[config.mk]
export PLATFORM = sky130hd
export DESIGN_NAME = bj_hand_ctrl
export DESIGN_NICKNAME = d
export VERILOG_FILES = /design/src/rtl/bj_hand_ctrl.sv
export SDC_FILE = /design/constraint.sdc
export NUM_CORES = 1
export LEC_CHECK = 0
export ABC_AREA = 1
export ABC_CLOCK_PERIOD_IN_PS = 3200
export BUFFER_PORTS_ARGS = -buffer_cell sky130_fd_sc_hd__buf_2
export CAP_MARGIN = 20
export CORE_UTILIZATION = 40
export DETAILED_ROUTE_END_ITERATION = 16
export PLACE_DENSITY = 0.7
export SLEW_MARGIN = 0
export SYNTH_ARGS = -nofsm -noshare
export SYNTH_HDL_FRONTEND = slang
export SYNTH_SLANG_ARGS = --single-unit
[constraint.sdc]
create_clock -name CLK -period 3.2 [get_ports CLK]
set_input_delay 0.48 -clock CLK [delete_from_list [all_inputs] [get_ports CLK]]
set_output_delay 0.48 -clock CLK [all_outputs]
set_load 0.03 [all_outputs]
[src/rtl/bj_hand_ctrl.sv]
// bj_hand_ctrl: sequencer that deals cards into the 4-slot blackjack hand register and decides bust/21/stand.
// Optional build macro SOFT_ACE_EN: count one ace as 11 when that does not bust the hand.
module bj_hand_ctrl #(
    parameter int BUST_LIMIT = 21,
    parameter int INIT_CARDS = 2
) (
    input  logic       CLK,
    input  logic       CLR_N,
    input  logic       DEAL,
    input  logic       HIT,
    input  logic       STAND,
    input  logic       CARD_VLD,
    input  logic [3:0] CARD,
    input  logic [4:0] CNT,
    output logic       CARD_REQ,
    output logic       REG_LD,
    output logic       REG_CLR,
    output logic [3:0] REG_D,
    output logic [1:0] REG_POS,
    output logic [2:0] NCARDS,
    output logic [4:0] TOTAL,
    output logic       BUSY,
    output logic       BUST,
    output logic       HIT21,
    output logic       DONE
);
    typedef enum logic [2:0] {
        ST_IDLE, ST_CLEAR, ST_REQ, ST_LOAD, ST_SETTLE, ST_EVAL, ST_WAIT, ST_DONE
    } state_t;

    localparam logic [5:0] LIM  = 6'(BUST_LIMIT);
    localparam logic [2:0] INIT = 3'(INIT_CARDS);

    state_t     state, nxt;
    logic [3:0] card_q;
    logic [2:0] ncards;
    logic [4:0] total, total_c;
    logic       bust, hit21, card_ok, over, at_lim;

    assign card_ok = CARD < 4'd13;

`ifdef SOFT_ACE_EN
    logic       ace;
    logic [5:0] soft;
    assign soft    = {1'b0, CNT} + 6'd10;
    assign total_c = (ace && soft <= LIM) ? soft[4:0] : CNT;
    // ace flag: cleared at the start of every hand, set when an ace is loaded
    always_ff @(posedge CLK or negedge CLR_N) begin
        if (!CLR_N) ace <= 1'b0;
        else if (state == ST_CLEAR) ace <= 1'b0;
        else if (state == ST_LOAD && card_q == 4'd1) ace <= 1'b1;
    end
`else
    assign total_c = CNT;
`endif

    assign over   = {1'b0, total_c} > LIM;
    assign at_lim = {1'b0, total_c} == LIM;

    // state register; async reset withdraws any pending card request at once
    always_ff @(posedge CLK or negedge CLR_N) begin
        if (!CLR_N) state <= ST_IDLE;
        else state <= nxt;
    end

    // hand bookkeeping: card latch, card count, registered total and flags
    always_ff @(posedge CLK or negedge CLR_N) begin
        if (!CLR_N) begin
            card_q <= '0;
            ncards <= '0;
            total  <= '0;
            bust   <= 1'b0;
            hit21  <= 1'b0;
        end else begin
            case (state)
                ST_CLEAR: begin
                    ncards <= '0;
                    bust   <= 1'b0;
                    hit21  <= 1'b0;
                end
                ST_REQ:  if (CARD_VLD && card_ok) card_q <= CARD;
                ST_LOAD: ncards <= ncards + 3'd1;
                ST_EVAL: begin
                    total <= total_c;
                    bust  <= over;
                    hit21 <= !over && at_lim;
                end
                default: ;
            endcase
        end
    end

    // next-state decision
    always_comb begin
        nxt = state;
        case (state)
            ST_IDLE, ST_DONE: nxt = DEAL ? ST_CLEAR : state;
            ST_CLEAR:  nxt = ST_REQ;
            ST_REQ:    nxt = (CARD_VLD && card_ok) ? ST_LOAD : ST_REQ;
            ST_LOAD:   nxt = ST_SETTLE;
            ST_SETTLE: nxt = ST_EVAL;
            ST_EVAL:   nxt = (over || at_lim) ? ST_DONE :
                             (ncards < INIT)  ? ST_REQ  :
                             (ncards == 3'd4) ? ST_DONE : ST_WAIT;
            ST_WAIT:   nxt = STAND ? ST_DONE : HIT ? ST_REQ : ST_WAIT;
            default:   nxt = ST_IDLE;
        endcase
    end

    assign CARD_REQ = state == ST_REQ;
    assign REG_LD   = state == ST_LOAD;
    assign REG_CLR  = state == ST_CLEAR;
    assign REG_D    = card_q;
    assign REG_POS  = ncards[1:0];
    assign NCARDS   = ncards;
    assign TOTAL    = total;
    assign BUST     = bust;
    assign HIT21    = hit21;
    assign DONE     = state == ST_DONE;
    assign BUSY     = !(state == ST_IDLE || state == ST_WAIT || state == ST_DONE);
endmodule
==> flow_summary.toml, run 1 <==
[run]
cap_violations = 0

[drt]
wire_per_inst_um = 10.8
drcViolationCount = 0
drt-vias-per-instance = 4.67
route.antenna.remaining_nets = 0
route.top_layer_used = "met4"
routed_vias = 832
met2_routed_wirelength_um = 949
detail_route.iter0.violations = 11
route.final.wire_length_um = 1920
dr.pass1.iters = 4
route.layer.met1.wl_um = 809
met3_length_um = 109

[pwr]
power-per-cell-area_mw_per_mm2 = 1040
worst_ir_drop_vdd_mv = 0.531
leakage_nw = 0.661

[min_path]
hp-class = "primary input to async pin"

[finish]
diodes = 0
syn_to_final_growth_pct = 22.5
postLayoutCoreUtil = 0.519
design.final.nets = 168
fin_area_mm2 = 0.00114
instances_no_fill = 178
layout_cell_share_with_drive_strength_beyond_1 = 0.333

[worst_setup_path]
crit_path_cell_trace = "inv_2, nand2_1, nand2_1, a21oi_1, buf_2"
worstSetupStartpoint = "state[1]$_DFFE_PN0P_"
worst_setup_path_start_kind = "flop"
r2r_slack_ns = 1.96
most_frequent_cell_on_the_critical_path = "sky130_fd_sc_hd__nand2_1"
cp_max_fo = 6
critPathArrivalTime_ns = 1.43
worst-endpoint-required_ns = 2.72
critPathCaptureType = "output pin"
crit_path_top_delay_cell = "sky130_fd_sc_hd__dfrtp_1"
timing.rr.end = "state[0]$_DFFE_PN0P_"
r2r_cells = 6
timing.critical_path.to = "BUSY"
max_stage_delay_on_crit_path_ns = 0.51
reg_to_reg_critical_path_startpoint = "state[2]$_DFFE_PN0P_"
worst-setup-path-type = "flop to output pin"

[synthesis]
synth.top_cell.area_share = 0.458
yosysTopAreaCell = "sky130_fd_sc_hd__dfrtp_1"
async_flop_share = 1.00
ys_seq_elements = 17
synthDistinctLibCells = 22
synth-edff-count = 0
synth.area.top_cells = "sky130_fd_sc_hd__dfrtp_1 (46%), sky130_fd_sc_hd__nand2_1 (15%), sky130_fd_sc_hd__inv_1 (6.1%), sky130_fd_sc_hd__o21ai_0 (4.3%), sky130_fd_sc_hd__nand3_4 (3.8%)"
ys_warn_count = 0
syn_area_per_cell_um2 = 8.14
synth-main-ff-cell = "sky130_fd_sc_hd__dfrtp_1"
syn_inst = 114
nets_in_the_synthesized_netlist = 131
syn-cell-area_um2 = 928
synth-seq-area-share = 0.458

[timing]
timing.final.hold_violations = 0
achievable-frequency_mhz = 525
rsz_0062_raised_after_global_routing = "false"
tns_ns = 0
setup_ws_ns = 1.29
setup_viol_count_final = 0
worst-slew-pin-transition_ns = 0.391
final_period_minus_worst_setup_slack_ns = 1.91
report.final.slew_viol_count = 0
slew-limit-headroom = 0.739
period_share = 0.596
final.setup_skew_ns = 0.00187

[clock_tree]
cts_hold_repair_buffers = 0
cts_resized = 0
tritoncts_num_sinks = 17
cts.reportedPaths.clkPinSlew_ns = 0.10
cts_max_path_buffers = 2
post_cts_buffers = 0
cts_max_level = 1
ctsRootBufferMaster = "sky130_fd_sc_hd__clkbuf_4"
total_clock_buffers_created_by_cts = 3
clkLatencyLatePin_ns = 0.30
cts_tree = "yes"

[grt]
first_global_vias = 828
antenna_found_initial = 0
grt_pass1_wl_um = 3390
grtUsageTotal = 0.177
globalRouteOverflowTotal = 0
grt_max_degree = 18

[floorplanning]
die_height_um = 50.2
horizontal_extent_of_the_die_um = 50.2
ioPinCount = 36
effective_utilization_at_floorplan = 0.424
die_area_mm2 = 0.00252
core_area_mm2 = 0.00219
placementRows = 17

[placed_design]
gp_congestion = 0.825
post-dp-hpwl_um = 1560
placed_area_mm2 = 0.00111
preCtsSetupSlack_ns = 1.64
portBuffers = 35
dpl.cell_count = 174

[run_status]
run_status = "complete, no violations"
-- metal layers --
| metal | track usage | vias up |
|---|---|---|
| li1 | - | 427 |
| met1 | 0.207 | 371 |
| met2 | 0.309 | 29 |
| met3 | 0.0303 | 5 |
| met4 | 0.0857 | 0 |
| met5 | 0 | - |
-- power by group --
part	switching (mW)	internal [mW]	total [mW]
logic	0.466	0.194	0.660
registers	0.0948	0.309	0.404
clock network	0.0725	0.0467	0.119
-- cells in the mapped netlist (2+ instances only) --
master                     n
sky130_fd_sc_hd__inv_1    15
sky130_fd_sc_hd__nor2_4    3
sky130_fd_sc_hd__buf_4     2
sky130_fd_sc_hd__nor2_1    6
sky130_fd_sc_hd__nand3_4   2
sky130_fd_sc_hd__a21oi_1   2
sky130_fd_sc_hd__inv_2     3
sky130_fd_sc_hd__ha_1      2
sky130_fd_sc_hd__nand2_1  36
sky130_fd_sc_hd__dfrtp_1  17
sky130_fd_sc_hd__nand3_1   5
sky130_fd_sc_hd__nand4_1   3
sky130_fd_sc_hd__nand2_2   2
sky130_fd_sc_hd__o21ai_0   8
-- logic make-up after synthesis --
logic type	share of synthesized area
fa+ha+maj	0.0269
compound gates	0.0687
flops	0.458
xor+xnor	0.00944
simple gates	0.329
buf+inv	0.108
-- state kept, by name, indices dropped and copies added (netlist names) --
register	flops
TOTAL	5
REG_D	4
NCARDS	3
state	3
BUST	1
HIT21	1
-- worst max-delay path, delay by kind of cell (launching register included) --
kind	cells	cell delay, ns
buffers and inverters	2	0.32
and+or+nand+nor	2	0.18
DFF	1	0.51
AOI/OAI and AO/OA	1	0.11
-- layout make-up --
| cell class | instances | area, µm² |
|---|---|---|
| fillers | 231 | 1050 |
| flip-flops and latches | 17 | 425 |
| multi-input cells | 75 | 403 |
| repair buffers | 35 | 175 |
| inverters | 19 | 71.3 |
| well taps | 28 | 35.0 |
| clock buffers | 3 | 22.5 |
| clock inverters | 1 | 5.00 |
-- placed cells by master, fill, tap and decap left out, types with 3 or more instances in the layout --
cell / instances
sky130_fd_sc_hd__nand3_1: 5
sky130_fd_sc_hd__nand2_1: 36
sky130_fd_sc_hd__nor2_1: 6
sky130_fd_sc_hd__nor2_4: 3
sky130_fd_sc_hd__inv_2: 3
sky130_fd_sc_hd__inv_1: 15
sky130_fd_sc_hd__nand4_1: 3
sky130_fd_sc_hd__dfrtp_1: 17
sky130_fd_sc_hd__o21ai_0: 8
sky130_fd_sc_hd__buf_2: 35
sky130_fd_sc_hd__clkbuf_4: 3
-- how the worst min path moves through the flow --
stage | start | endpoint | slack (ns) | cells after the start
2_1_floorplan | CLR_N | BUST$_DFFE_PN0P_ | 0.18 | 0
5_1_grt | CLR_N | TOTAL[1]$_DFFE_PN0P_ | 0.1 | 1
6_report | CLR_N | NCARDS[0]$_DFFE_PN0P_ | 0.08 | 1
3_5_place_dp | CLR_N | TOTAL[1]$_DFFE_PN0P_ | 0.43 | 1
4_1_cts | CLR_N | NCARDS[0]$_DFFE_PN0P_ | 0.09 | 1
3_3_place_gp | CLR_N | TOTAL[1]$_DFFE_PN0P_ | 0.42 | 1
-- through the flow --
stage | hold slack [ns] | total power [mW]
global route | 0.0956 | 1.27
finish | 0.0790 | 1.18
detailed placement | 0.430 | 1.07
CTS | 0.0877 | 1.20
floorplan | 0.184 | 0.910
global placement | 0.422 | 1.06
Note: power is estimated with default switching activity, not from simulation.
==> inputs of run 2 (changes only) <==
--- a/config.mk
+++ b/config.mk
@@ -6,12 +6,12 @@
 export NUM_CORES = 1
 export LEC_CHECK = 0
 export ABC_AREA = 1
-export ABC_CLOCK_PERIOD_IN_PS = 3200
+export ABC_CLOCK_PERIOD_IN_PS = 1560
 export BUFFER_PORTS_ARGS = -buffer_cell sky130_fd_sc_hd__buf_2
 export CAP_MARGIN = 20
 export CORE_UTILIZATION = 40
 export DETAILED_ROUTE_END_ITERATION = 16
-export PLACE_DENSITY = 0.7
+export PLACE_DENSITY = 0.72
 export SLEW_MARGIN = 0
 export SYNTH_ARGS = -nofsm -noshare
 export SYNTH_HDL_FRONTEND = slang
==> constraint.sdc (replaced) <==
create_clock -name CLK -period 1.56 [get_ports CLK]
set_input_delay 0.234 -clock CLK [delete_from_list [all_inputs] [get_ports CLK]]
set_output_delay 0.234 -clock CLK [all_outputs]
set_load 0.03 [all_outputs]
==> flow_summary.toml, run 2 (synthesis gave the netlist of run 1 again) <==
[finish]
multi_input_comb_area_um2 = 432
largest_register_ff_count = 5
syn_to_final_growth_pct = 34.9
layout_commonest_cell = "sky130_fd_sc_hd__nand2_1"
instances_no_fill = 184
postLayoutCoreUtil = 0.572
diodes = 0
design.final.nets = 174
layout.cells.most_common_list = "sky130_fd_sc_hd__nand2_1 (34), sky130_fd_sc_hd__buf_2 (31), sky130_fd_sc_hd__inv_1 (15)"
ff_latch_area_um2 = 429
layout_cell_share_with_drive_strength_beyond_1 = 0.410
final_layout_fill_cell_count = 207

[grt]
first_global_vias = 817
grtUsageTotal = 0.182
antenna_found_initial = 0
grt_max_degree = 18
grt_pass1_wl_um = 3400
globalRouteOverflowTotal = 0

[drt]
dr.pass1.iters = 4
met2_routed_wirelength_um = 1000
detail_route.iter0.violations = 14
drcViolationCount = 0
route.antenna.remaining_nets = 0
route.layer.met1.wl_um = 888
route.top_layer_used = "met4"
drt-vias-per-instance = 4.65
wire_per_inst_um = 11.0
route.final.wire_length_um = 2030
routed_vias = 856
met3_length_um = 99

[clock_tree]
total_clock_buffers_created_by_cts = 3
cts.reportedPaths.clkPinSlew_ns = 0.10
cts_max_level = 1
clkLatencyLatePin_ns = 0.30
ctsRootBufferMaster = "sky130_fd_sc_hd__clkbuf_4"
cts_tree = "yes"
cts_max_path_buffers = 2
tritoncts_num_sinks = 17

[timing]
timing.final.hold_violations = 0
slew-limit-headroom = 0.750
setup_viol_count_final = 0
report.final.slew_viol_count = 0
final_period_minus_worst_setup_slack_ns = 1.54
period_share = 0.984
worst-slew-pin-transition_ns = 0.375
rsz_0062_raised_after_global_routing = "true"
fin_worst_hold_slack_ns = 0.169
final.setup_skew_ns = 0.00193
achievable-frequency_mhz = 651

[pwr]
post-layout-total-power_mw = 2.73
leakage_nw = 0.699
p_sw_mw = 1.41
pwr-share-seq = 0.310
worst_ir_drop_vdd_mv = 1.16
power-per-cell-area_mw_per_mm2 = 2180
power_frac_comb = 0.601
p_sw_frac = 0.516
power.clock.fraction = 0.089
design_internal_power_mw = 1.32

[min_path]
hp-class = "primary input to flop"

[floorplanning]
die_area_mm2 = 0.00252
effective_utilization_at_floorplan = 0.424
placementRows = 17
die_height_um = 50.2
ioPinCount = 36
core_area_mm2 = 0.00219
horizontal_extent_of_the_die_um = 50.2

[run_status]
run_status = "complete, no violations"

[worst_setup_path]
worst-endpoint-required_ns = 1.33
worst-setup-path-type = "flop to output pin"
crit_path_top_delay_cell = "sky130_fd_sc_hd__dfrtp_2"
crit_path_cell_trace = "inv_2, nand2_1, nor2_2, buf_6"
worst_setup_path_start_kind = "flop"
critPathArrivalTime_ns = 1.30
critical-path-top-delay-family = "flip-flops"
max_stage_delay_on_crit_path_ns = 0.49
worstPathBufferInverterCount = 2
cp_max_fo = 5
critPathCaptureType = "output pin"

[placed_design]
portBuffers = 35
dpl.cell_count = 174
post-dp-hpwl_um = 1460
gp_congestion = 0.787

[run]
cap_violations = 0
## run 2: cell count changes in the layout (fill, tap and decap cells not counted), sizes merged
cell,change
clkbuf,+2
dlygate4sd3,+1
buf,+3
## run 2: worst paths after layout
path | from | to | slack (ns) | depth (start not counted)
max | state[2]$_DFFE_PN0P_ | REG_CLR | 0.02 | 4
min | CNT[0] | TOTAL[0]$_DFFE_PN0P_ | 0.17 | 3
max reg2reg | state[2]$_DFFE_PN0P_ | state[0]$_DFFE_PN0P_ | 0.26 | 8
min reg2reg | TOTAL[0]$_DFFE_PN0P_ | TOTAL[0]$_DFFE_PN0P_ | 0.49 | 2
max in group asynchronous | CLR_N | state[0]$_DFFE_PN0P_ | 0.89 | 2
min in group asynchronous | CLR_N | TOTAL[1]$_DFFE_PN0P_ | 0.37 | 2
## run 2: final cells by class
cell class                      count  area share
Clock buffer                        3      0.0180
Inverter                           19      0.0609
Sequential cell                    17       0.343
Tap cell                           28      0.0280
Timing Repair Buffer               41       0.202
Clock inverter                      1     0.00400
Multi-Input combinational cell     75       0.345
## run 2: layer usage
metal,GRT usage,vias up
li1,-,433
met1,0.205,392
met2,0.316,27
met3,0.0394,4
met4,0.100,0
met5,0,-
## run 2: stage by stage
| step | setup TNS [ns] | cell area (µm²) | setup WS, ns |
|---|---|---|---|
| 6_report | 0 | 1250 | 0.0245 |
| 5_1_grt | -0.0745 | 1250 | -0.0323 |
| 4_1_cts | -0.00208 | 1180 | -0.00208 |
| 3_5_place_dp | 0 | 1110 | 0.217 |
| 3_3_place_gp | 0 | 1110 | 0.260 |
| 2_1_floorplan | 0 | 928 | 0.0462 |
## run 2: tightest hold or removal path: stages
cell and delay (ns):
sky130_fd_sc_hd__buf_2 0.11, sky130_fd_sc_hd__nand2_1 0.06, sky130_fd_sc_hd__nand2_1 0.05
## run 2: timing repair
action	CTS	global route
hold endpoints to repair	17	0
hold buffers	1	0
endpoints found under the setup margin	5	3
setup buffers	2	3
pin swaps	0	2
gates resized for setup	7	12
## run 2: power groups by stage
stage / Clock (mW) / Sequential [mW] / Combinational (mW)
6_report: 0.243 / 0.845 / 1.64
5_1_grt: 0.272 / 0.873 / 1.78
4_1_cts: 0.258 / 0.821 / 1.46
3_5_place_dp: 0 / 0.838 / 1.36
3_3_place_gp: 0 / 0.820 / 1.34
2_1_floorplan: 0 / 1.10 / 0.771
==> inputs of run 3 (changes only) <==
--- a/config.mk
+++ b/config.mk
@@ -8,7 +8,7 @@
 export ABC_AREA = 1
 export ABC_CLOCK_PERIOD_IN_PS = 1560
 export BUFFER_PORTS_ARGS = -buffer_cell sky130_fd_sc_hd__buf_2
-export CAP_MARGIN = 20
+export CORE_ASPECT_RATIO = 1.4
 export CORE_UTILIZATION = 40
 export DETAILED_ROUTE_END_ITERATION = 16
 export PLACE_DENSITY = 0.72
==> flow_summary.toml, run 3 (synthesis gave the netlist of run 1 again) <==
[finish]
layout.cells.most_common_list = "sky130_fd_sc_hd__nand2_1 (35), sky130_fd_sc_hd__buf_2 (31), sky130_fd_sc_hd__inv_1 (15)"
layout_commonest_cell = "sky130_fd_sc_hd__nand2_1"
largest_register_ff_count = 5
postLayoutCoreUtil = 0.551
fin_area_mm2 = 0.00120
design.final.nets = 173
diodes = 0
instances_no_fill = 177
multi_input_comb_area_um2 = 415
layout_cell_share_with_drive_strength_beyond_1 = 0.381
ff_latch_area_um2 = 429
final_layout_fill_cell_count = 223
syn_to_final_growth_pct = 29.2

[floorplanning]
ioPinCount = 36
horizontal_extent_of_the_die_um = 42.7
core_area_mm2 = 0.00218
placementRows = 20
effective_utilization_at_floorplan = 0.426
die_height_um = 59
die_area_mm2 = 0.00252

[clock_tree]
total_clock_buffers_created_by_cts = 3
cts.reportedPaths.clkPinSlew_ns = 0.09
cts_max_level = 1
cts_tree = "yes"
ctsRootBufferMaster = "sky130_fd_sc_hd__clkbuf_4"
tritoncts_num_sinks = 17
cts_max_path_buffers = 2
clkLatencyLatePin_ns = 0.30

[worst_setup_path]
r2r_cells = 7
worst-setup-path-type = "flop to output pin"
max_stage_delay_on_crit_path_ns = 0.48
critPathArrivalTime_ns = 1.30
crit_path_top_delay_cell = "sky130_fd_sc_hd__dfrtp_2"
cp_max_fo = 6
worst_setup_path_start_kind = "flop"
crit_path_cell_trace = "inv_4, nand2_2, nand2_1, a21oi_1, buf_4"
worst-endpoint-required_ns = 1.33
timing.rr.end = "state[0]$_DFFE_PN0P_"
reg_to_reg_critical_path_startpoint = "state[2]$_DFFE_PN0P_"
critPathCaptureType = "output pin"
r2r_slack_ns = 0.32

[timing]
final_period_minus_worst_setup_slack_ns = 1.54
report.final.slew_viol_count = 0
timing.final.hold_violations = 0
period_share = 0.986
worst-slew-pin-transition_ns = 0.374
rsz_0062_raised_after_global_routing = "true"
setup_viol_count_final = 0
final.setup_skew_ns = 0.00162
achievable-frequency_mhz = 650
slew-limit-headroom = 0.751
tns_ns = 0

[placed_design]
placed_area_mm2 = 0.00110
portBuffers = 35
gp_congestion = 0.926
dpl.cell_count = 168
post-dp-hpwl_um = 1520

[drt]
drcViolationCount = 0
drt-vias-per-instance = 4.86
route.final.wire_length_um = 1990
route.antenna.remaining_nets = 0
routed_vias = 860
dr.pass1.iters = 4
detail_route.iter0.violations = 12
wire_per_inst_um = 11.2

[min_path]
worst_hold_path.endpoint = "TOTAL[0]$_DFFE_PN0P_"
whs_path_depth = 3
hp-class = "primary input to flop"
hold_path_startpoint = "CNT[0]"

[grt]
globalRouteOverflowTotal = 0
grt_max_degree = 18
antenna_found_initial = 0
grtUsageTotal = 0.181
grt_pass1_wl_um = 3490
first_global_vias = 881

[pwr]
power-per-cell-area_mw_per_mm2 = 2170
worst_ir_drop_vdd_mv = 1.18
leakage_nw = 0.681

[run]
cap_violations = 0

[run_status]
run_status = "complete, no violations"
[run 3: area by class of cell]
type / instances / share of cell area
inverter: 19 / 0.0636
sequential: 17 / 0.358
clock buffer: 4 / 0.0219
tap: 22 / 0.0229
timing repair buffer: 40 / 0.188
multi-input combinational: 75 / 0.346
[run 3: how the worst max path moves through the flow]
| stage | slack [ns] | to | start |
|---|---|---|---|
| 2_1_floorplan | 0.05 | BUSY | state[2]$_DFFE_PN0P_ |
| 5_1_grt | -0.02 | BUSY | state[1]$_DFFE_PN0P_ |
| 4_1_cts | 0.01 | BUSY | state[1]$_DFFE_PN0P_ |
| 3_3_place_gp | 0.26 | BUSY | state[0]$_DFFE_PN0P_ |
| 6_report | 0.02 | BUSY | state[1]$_DFFE_PN0P_ |
| 3_5_place_dp | 0.23 | REG_CLR | state[2]$_DFFE_PN0P_ |
[run 3: critical path: cells and delay by family, from the launching register on]
family / cells / cell delay, ns
buffers and inverters: 2 / 0.24
DFF: 1 / 0.48
and+or+nand+nor: 2 / 0.15
AOI/OAI and AO/OA: 1 / 0.13
[run 3: what timing repair did]
item                                    in CTS  in global routing
resized for setup                            4                 11
hold buffers                                 1                  0
setup buffers                                2                  2
hold endpoints to repair                    17                  0
endpoints found under the setup margin       5                  4
[run 3: per-stage QoR]
step	hold slack (ns)	setup WS, ns	total power, mW
global placement	0.171	0.263	2.16
floorplan	-0.0616	0.0462	1.87
global route	0.163	-0.0231	2.79
detailed placement	0.178	0.233	2.20
finish	0.155	0.0221	2.60
CTS	0.163	0.0129	2.50
[run 3: power breakdown]
| part | internal [mW] | switching [mW] | total (mW) |
|---|---|---|---|
| combinational | 0.503 | 1.02 | 1.52 |
| clock | 0.100 | 0.142 | 0.242 |
| sequential | 0.644 | 0.193 | 0.837 |
| total | 1.25 | 1.35 | 2.60 |
[run 3: layer usage]
layer	share of wire	vias up	track usage
li1	-	432	-
met1	0.42	398	0.198
met2	0.52	26	0.323
met3	0.048	4	0.0396
met4	0.017	0	0.0938
met5	0	-	0
